## config.mk

```make
export PLATFORM = sky130hd
export DESIGN_NAME = mem_master_lsu_flat
export DESIGN_NICKNAME = d
export VERILOG_FILES = /design/src/rtl/mem_master_pkg.sv /design/src/rtl/mem_master_lsu_if.sv /design/src/rtl/mem_master_lsu_lane_align.sv /design/src/rtl/mem_master_lsu.sv /design/src/flat_wrapper.sv
export SDC_FILE = /design/constraint.sdc
export NUM_CORES = 1
export LEC_CHECK = 0
export ABC_CLOCK_PERIOD_IN_PS = 2700
export BUFFER_PORTS_ARGS = -buffer_cell sky130_fd_sc_hd__buf_4
export CAP_MARGIN = 20
export CORE_UTILIZATION = 52
export CTS_CLUSTER_DIAMETER = 150
export DETAILED_ROUTE_END_ITERATION = 12
export PLACE_DENSITY = 0.86
export SLEW_MARGIN = 10
export SYNTH_ARGS = -nofsm -noshare
export SYNTH_HDL_FRONTEND = slang
export SYNTH_SLANG_ARGS = --single-unit
```

## constraint.sdc

```tcl
create_clock -name clk -period 2.7 [get_ports clk]
set_input_delay 0.405 -clock clk [delete_from_list [all_inputs] [get_ports clk]]
set_output_delay 0.405 -clock clk [all_outputs]
set_load 0.02 [all_outputs]
```

## src/rtl/mem_master_pkg.sv

```systemverilog
// Shared types for the load/store engine: access size encodings, FSM states
// and the alignment rule applied to every incoming request.
package mem_master_pkg;

  typedef enum logic [1:0] {
    SZ_BYTE = 2'b00,
    SZ_HALF = 2'b01,
    SZ_WORD = 2'b10,
    SZ_RSVD = 2'b11
  } size_e;

  typedef enum logic [1:0] {
    IDLE,
    READ,
    WRITE,
    RESP
  } state_e;

  // Halfwords need an even byte address and words need a 4-byte aligned one.
  function automatic logic misaligned(size_e size, logic [1:0] offset);
    logic bad;
    bad = 1'b0;
    case (size)
      SZ_HALF: bad = offset[0];
      SZ_WORD: bad = (offset != 2'b00);
      default: bad = 1'b0;
    endcase
    return bad;
  endfunction

endpackage

```

## src/rtl/mem_master_lsu_if.sv

```systemverilog
// Core-side request/response handshake plus the RAM port of the load/store
// engine; master is the engine's view, slave is the core-plus-RAM view.
interface mem_master_lsu_if;

  logic        req_valid;
  logic        req_ready;
  logic        req_we;
  logic [1:0]  req_size;
  logic        req_unsigned;
  logic [31:0] req_addr;
  logic [31:0] req_wdata;

  logic        rsp_valid;
  logic        rsp_ready;
  logic [31:0] rsp_rdata;
  logic        rsp_err;

  logic        mem_en;
  logic        mem_wr;
  logic [31:0] addr;
  logic [31:0] data_rd;
  logic [31:0] data_wr;

  modport master (
    input  req_valid, req_we, req_size, req_unsigned, req_addr, req_wdata,
    input  rsp_ready, data_rd,
    output req_ready, rsp_valid, rsp_rdata, rsp_err,
    output mem_en, mem_wr, addr, data_wr
  );

  modport slave (
    output req_valid, req_we, req_size, req_unsigned, req_addr, req_wdata,
    output rsp_ready, data_rd,
    input  req_ready, rsp_valid, rsp_rdata, rsp_err,
    input  mem_en, mem_wr, addr, data_wr
  );

endinterface

```

## src/rtl/mem_master_lsu_lane_align.sv

```systemverilog
// Byte-lane steering: merges sub-word store data into the old RAM word and
// extracts/extends load data from a RAM word.
module lane_align
  import mem_master_pkg::*;
(
  input  size_e       size,
  input  logic [1:0]  offset,
  input  logic        is_unsigned,
  input  logic [31:0] old_word,
  input  logic [31:0] new_data,
  output logic [31:0] merged,
  output logic [31:0] load_data
);

  logic [4:0]  byte_shift;
  logic [4:0]  half_shift;
  logic [31:0] shifted;

  assign byte_shift = {offset, 3'b000};
  assign half_shift = {offset[1], 4'b0000};
  assign shifted    = old_word >> byte_shift;

  // NOTE: every output gets a default before the case so no path leaves it unassigned and infers a latch.
  always_comb begin
    merged    = old_word;
    load_data = '0;
    case (size)
      SZ_BYTE: begin
        merged    = (old_word & ~(32'h0000_00FF << byte_shift))
                  | ({24'h0, new_data[7:0]} << byte_shift);
        load_data = is_unsigned ? {24'h0, shifted[7:0]}
                                : {{24{shifted[7]}}, shifted[7:0]};
      end
      SZ_HALF: begin
        merged    = (old_word & ~(32'h0000_FFFF << half_shift))
                  | ({16'h0, new_data[15:0]} << half_shift);
        load_data = is_unsigned ? {16'h0, shifted[15:0]}
                                : {{16{shifted[15]}}, shifted[15:0]};
      end
      SZ_WORD: begin
        merged    = new_data;
        load_data = old_word;
      end
      default: begin
        merged    = old_word;
        load_data = '0;
      end
    endcase
  end

endmodule

```

## src/rtl/mem_master_lsu.sv

```systemverilog
// Load/store engine between the core memory stage and a single-port RAM
// without byte enables; sub-word stores are done as read-modify-write.
module mem_master_lsu
  import mem_master_pkg::*;
#(
  parameter int AWIDTH = 8,
  parameter int DWIDTH = 32
) (
  input  logic             clk,
  input  logic             rst,
  mem_master_lsu_if.master bus
);

  state_e              state_q;
  state_e              state_d;

  logic                we_q;
  logic                uns_q;
  size_e               size_q;
  logic [AWIDTH+1:0]   addr_q;
  logic [DWIDTH-1:0]   wdata_q;
  logic [DWIDTH-1:0]   rd_q;
  logic [DWIDTH-1:0]   rsp_rdata_q;
  logic                rsp_err_q;

  size_e               req_size;
  logic                req_err;
  logic                req_fire;
  logic [31:0]         word_idx;
  logic [31:0]         lane_old;
  logic [31:0]         merged;
  logic [31:0]         load_data;

  assign req_size = size_e'(bus.req_size);
  assign req_fire = (state_q == IDLE) && bus.req_valid;
  assign req_err  = (req_size == SZ_RSVD)
                 || misaligned(req_size, bus.req_addr[1:0])
                 || ((bus.req_addr >> (AWIDTH + 2)) != '0);
  assign word_idx = {{(32 - AWIDTH){1'b0}}, addr_q[AWIDTH+1:2]};

  // Loads extract straight from the RAM during READ so the response register is
  // loaded at the same edge that captures rd_q; WRITE merges into the captured word.
  assign lane_old = (state_q == READ) ? bus.data_rd : rd_q;

  lane_align u_lane_align (
    .size        (size_q),
    .offset      (addr_q[1:0]),
    .is_unsigned (uns_q),
    .old_word    (lane_old),
    .new_data    (wdata_q),
    .merged      (merged),
    .load_data   (load_data)
  );

  // NOTE: sequential state uses non-blocking assignments so every flop samples pre-edge values.
  always_ff @(posedge clk) begin
    if (rst) state_q <= IDLE;
    else     state_q <= state_d;
  end

  always_comb begin
    state_d = state_q;
    case (state_q)
      IDLE: begin
        if (bus.req_valid) begin
          if (req_err)                                 state_d = RESP;
          else if (bus.req_we && req_size == SZ_WORD)  state_d = WRITE;
          else                                         state_d = READ;
        end
      end
      READ:    state_d = we_q ? WRITE : RESP;
      WRITE:   state_d = RESP;
      RESP:    if (bus.rsp_ready) state_d = IDLE;
      default: state_d = IDLE;
    endcase
  end

  // NOTE: request fields and read capture carry no reset; they are always loaded before use.
  always_ff @(posedge clk) begin
    if (req_fire) begin
      we_q    <= bus.req_we;
      uns_q   <= bus.req_unsigned;
      size_q  <= req_size;
      addr_q  <= bus.req_addr[AWIDTH+1:0];
      wdata_q <= bus.req_wdata;
    end
    if (state_q == READ) rd_q <= bus.data_rd;
  end

  always_ff @(posedge clk) begin
    if (rst) begin
      rsp_rdata_q <= '0;
      rsp_err_q   <= 1'b0;
    end else begin
      case (state_q)
        IDLE: begin
          if (bus.req_valid) begin
            rsp_rdata_q <= '0;
            rsp_err_q   <= req_err;
          end
        end
        READ: begin
          if (!we_q) rsp_rdata_q <= load_data;
        end
        RESP: begin
          if (bus.rsp_ready) begin
            rsp_rdata_q <= '0;
            rsp_err_q   <= 1'b0;
          end
        end
        default: ;
      endcase
    end
  end

  assign bus.req_ready = (state_q == IDLE);
  assign bus.rsp_valid = (state_q == RESP);
  assign bus.rsp_rdata = rsp_rdata_q;
  assign bus.rsp_err   = rsp_err_q;

  // Strobes are masked by rst so a store interrupted mid-RMW never commits at the reset edge.
  always_comb begin
    bus.mem_en  = 1'b0;
    bus.mem_wr  = 1'b0;
    bus.addr    = '0;
    bus.data_wr = '0;
    if (!rst) begin
      case (state_q)
        READ: begin
          bus.mem_en  = 1'b1;
          bus.addr    = word_idx;
          bus.data_wr = bus.data_rd;
        end
        WRITE: begin
          bus.mem_en  = 1'b1;
          bus.mem_wr  = 1'b1;
          bus.addr    = word_idx;
          bus.data_wr = merged;
        end
        default: ;
      endcase
    end
  end

endmodule

```

## src/flat_wrapper.sv

```systemverilog
// flat-port wrapper written by rule: the top's interface ports become plain ports
module mem_master_lsu_flat import mem_master_pkg::*;
#(
  parameter int AWIDTH = 8,
  parameter int DWIDTH = 32
)
  (clk, rst, bus_req_valid, bus_req_we, bus_req_size, bus_req_unsigned, bus_req_addr, bus_req_wdata, bus_rsp_ready, bus_data_rd, bus_req_ready, bus_rsp_valid, bus_rsp_rdata, bus_rsp_err, bus_mem_en, bus_mem_wr, bus_addr, bus_data_wr);
  mem_master_lsu_if bus_i ();
  input  logic clk;
  input  logic rst;
  input wire logic [$bits(bus_i.req_valid)-1:0] bus_req_valid;
  input wire logic [$bits(bus_i.req_we)-1:0] bus_req_we;
  input wire logic [$bits(bus_i.req_size)-1:0] bus_req_size;
  input wire logic [$bits(bus_i.req_unsigned)-1:0] bus_req_unsigned;
  input wire logic [$bits(bus_i.req_addr)-1:0] bus_req_addr;
  input wire logic [$bits(bus_i.req_wdata)-1:0] bus_req_wdata;
  input wire logic [$bits(bus_i.rsp_ready)-1:0] bus_rsp_ready;
  input wire logic [$bits(bus_i.data_rd)-1:0] bus_data_rd;
  output wire logic [$bits(bus_i.req_ready)-1:0] bus_req_ready;
  output wire logic [$bits(bus_i.rsp_valid)-1:0] bus_rsp_valid;
  output wire logic [$bits(bus_i.rsp_rdata)-1:0] bus_rsp_rdata;
  output wire logic [$bits(bus_i.rsp_err)-1:0] bus_rsp_err;
  output wire logic [$bits(bus_i.mem_en)-1:0] bus_mem_en;
  output wire logic [$bits(bus_i.mem_wr)-1:0] bus_mem_wr;
  output wire logic [$bits(bus_i.addr)-1:0] bus_addr;
  output wire logic [$bits(bus_i.data_wr)-1:0] bus_data_wr;
  assign bus_i.req_valid = bus_req_valid;
  assign bus_i.req_we = bus_req_we;
  assign bus_i.req_size = bus_req_size;
  assign bus_i.req_unsigned = bus_req_unsigned;
  assign bus_i.req_addr = bus_req_addr;
  assign bus_i.req_wdata = bus_req_wdata;
  assign bus_i.rsp_ready = bus_rsp_ready;
  assign bus_i.data_rd = bus_data_rd;
  assign bus_req_ready = bus_i.req_ready;
  assign bus_rsp_valid = bus_i.rsp_valid;
  assign bus_rsp_rdata = bus_i.rsp_rdata;
  assign bus_rsp_err = bus_i.rsp_err;
  assign bus_mem_en = bus_i.mem_en;
  assign bus_mem_wr = bus_i.mem_wr;
  assign bus_addr = bus_i.addr;
  assign bus_data_wr = bus_i.data_wr;
  mem_master_lsu #(.AWIDTH(AWIDTH), .DWIDTH(DWIDTH)) u_core (.clk(clk), .rst(rst), .bus(bus_i));
endmodule
```

==> results.cfg <==
[status]
status = finished with violations
violations = negative setup slack

[detailed_routing]
drc_errors = 0
met3WireLength_mm = 2.70
viasPerCell = 6.21
wl_per_cell_um = 20.7
vias = 6589
ant_nets = 0
firstDrtPassIters = 6
wl_met1_mm = 8.16
drtIter0Drc = 990
routed_wl_mm = 22.0
wl_met2_mm = 10.2
routed.top_layer = met4

[timing]
fmax_mhz = 362
rsz0062_at_grt = true
setup_ws_ps = -61.4
relSlewSlack = 0.584
worst_slew_pin_slew_ps = 617
fin_crit_sh = 1.02
hold_viol_final = 0
slew_violations = 0
fin_crit_ps = 2760
skew_ps = 11.5
finalSetupViolations = 3

[placed_design]
place.gp.congestion = 0.921
dpl.cell_count = 1008
hpwl_mm = 15.1
io_buffer_count = 180

[logic_synthesis]
ys_ff_latch = 113
synth-compound-area-share = 0.220
synth.mux.area_fraction = 0.101
synth-async-reset-ratio = 0
syn_avg_cell_area_um2 = 9.46
synth_simple_gate_area_frac = 0.158
ys.flop_type = dfxtp_1
synthAdderAreaFrac = 0.0137
synth_top_area_share = 0.216
ys_seq_area_frac = 0.426
synthMostInstantiatedCell = nand2_1
yosysTopAreaCell = edfxtp_1
synth.top_cells.by_count = nand2_1, dfxtp_1, a21oi_1
synth_cells = 676
synth_area_um2 = 6390
synth-edff-count = 46
yosys_warnings = 0
synth_cell_types = 56
synth_xor_area_frac = 0
synth_area_leaders = edfxtp_1, dfxtp_1, a21oi_1
synth_top_family_by_area = compound AO/OA/AOI/OAI gates

[critical_path]
worstPathArrival_ps = 2360
setup.worst_path.class = register to output port
start_kind = register
reg2reg_from = u_core.state_q[1]$_SDFFE_PP0P_
timing.rr.end = u_core.bus.rsp_rdata[12]$_SDFFE_PP0P_
cp_cell_sequence = inv_2 > ha_4 > buf_4 > buf_4 > mux2_2 > mux2i_1 > o21ai_1 > a222oi_1 > nor2_1 > buf_4
r2r_cells = 9
critical-path-max-stage-delay_ps = 350
cpMaxStageDelayCell = mux2_2
r2r_setup_slack_ps = 170
crit_family = multiplexers
crit_required_ps = 2300
crit_fanout = 4
path_buf_inv = 4
critPathCaptureType = output port
cpMostUsedCell = buf_4

[clock_network]
cts_buffers = 17
path_clk_slew_ps = 60
clk_latency_ps = 420
cts_buffer_depth = 2
tritoncts = done
root_buffer = clkbuf_16
h-tree-depth = 4
cts_sinks = 113
holdBufCountCts = 0

[floorplanning]
io_pins = 205
std_cell_rows = 40
core_area_um2 = 12000
start_util = 0.532
design.die.area_um2 = 12700
fp.dieH_um = 113
die_x_um = 113

[grt]
grt_max_degree = 46
grt_pass1_wl_mm = 32.7
antenna_found_initial = 0
grt-ovfl-total = 0
grt_pass1_vias = 6113
grtUsageTotal = 0.339

[job]
drv_cap = 0

[cells_and_area]
final_core_util = 0.748
syn2layout_area_growth_pct = 40.6
n_fill_cell = 828
fin_cells = 1061
nets = 1012
drive_gt1_frac = 0.385
diodes = 0

[pwr]
vdd_drop_max_v = 0.000576
p_leak_nw = 3.84
pwr_density_cell_nw_per_um2 = 1100

[hold_path]
hp-class = input port to register
hold_path_depth = 1
holdPathEnd = u_core.wdata_q[16]$_DFFE_PP_
min_from = bus_req_wdata[16]
registers in the layout, indices dropped and copies added, names as in the netlist:
register              cells
u_core.size_q             2
u_core.bus.rsp_rdata     32
u_core.state_q            2
u_core.bus.rsp_err        1
u_core.wdata_q           32
u_core.uns_q              1
u_core.we_q               1
u_core.rd_q              32
u_core.addr_q            10
cell type report:
class / instances / area [µm²] / area share
Multi-Input combinational cell: 483 / 3340 / 0.371
Sequential cell: 113 / 2730 / 0.303
Timing Repair Buffer: 260 / 2020 / 0.224
Clock buffer: 19 / 433 / 0.0482
Clock inverter: 13 / 191 / 0.0213
Tap cell: 147 / 184 / 0.0205
Inverter: 26 / 97.6 / 0.0109
report_power, final:
group / switching (mW) / internal, mW
clock: 0.799 / 1.62
combinational: 2.77 / 2.12
sequential: 0.301 / 2.30
kinds of logic (layout without fill, tap and decap cells):
kind of cell / count (synthesis) / after routing
AO/OA/AOI/OAI: 201 / 201
adder cells (fa/ha/maj): 7 / 7
buffers and inverters: 103 / 318
flip-flops: 113 / 113
multiplexers: 51 / 51
other: 1 / 24
AND/OR/NAND/NOR: 200 / 200
worst max path at each step:
stage / endpoint / depth (start not counted) / from
after detailed placement: u_core.bus.rsp_rdata[19]$_SDFFE_PP0P_ / 7 / u_core.state_q[1]$_SDFFE_PP0P_
after global placement: u_core.bus.rsp_rdata[19]$_SDFFE_PP0P_ / 7 / u_core.state_q[1]$_SDFFE_PP0P_
after global routing: bus_data_wr[30] / 10 / u_core.state_q[1]$_SDFFE_PP0P_
final: bus_data_wr[30] / 10 / u_core.state_q[1]$_SDFFE_PP0P_
after floorplan: u_core.bus.rsp_err$_SDFFE_PP0P_ / 5 / u_core.state_q[0]$_SDFFE_PP0P_
after CTS: bus_data_wr[18] / 10 / u_core.state_q[1]$_SDFFE_PP0P_
stage by stage:
step / setup WS (ps) / power [mW] / TNS, ps / instance area [µm²] / hold slack [ps]
floorplan: 93.0 / 5.28 / 0 / 6480 / 462
global placement: 94.7 / 6.84 / 0 / 8070 / 438
detailed placement: -18.3 / 6.91 / -38.5 / 8070 / 441
CTS: 7.05 / 9.52 / 0 / 8860 / 153
global route: -160 / 10.3 / -1820 / 8990 / 146
finish: -61.4 / 9.91 / -105 / 8990 / 157
metal layers:
metal  vias up  global-route usage
li1       2913                   -
met1      3026               0.424
met2       557               0.546
met3        93              0.0862
met4         0               0.175
met5         -                   0
placed cells by master, fill, tap and decap left out, drive strengths merged, types with 6 or more instances in the layout:
master / count
a221oi: 18
a22oi: 11
ha: 7
clkinv: 6
o21ai: 40
conb: 24
mux2: 14
dfxtp: 67
nor2: 27
nor3: 16
buf: 259
o221ai: 7
mux4: 9
nor2b: 21
nand2: 78
and3: 15
a221o: 7
a222oi: 6
nand2b: 6
a22o: 16
edfxtp: 46
a21oi: 59
and2: 12
mux2i: 28
or2: 6
inv: 26
o22ai: 10
a211oi: 16
nor4: 7
clkbuf: 20
repair_timing:
action	in CTS	in global routing
buffers inserted	16	4
gates resized for setup	17	27
endpoints found under the setup margin	35	48
pin swaps	2	12
cloned	0	1
No activity file was read; power rests on OpenSTA's default activity.
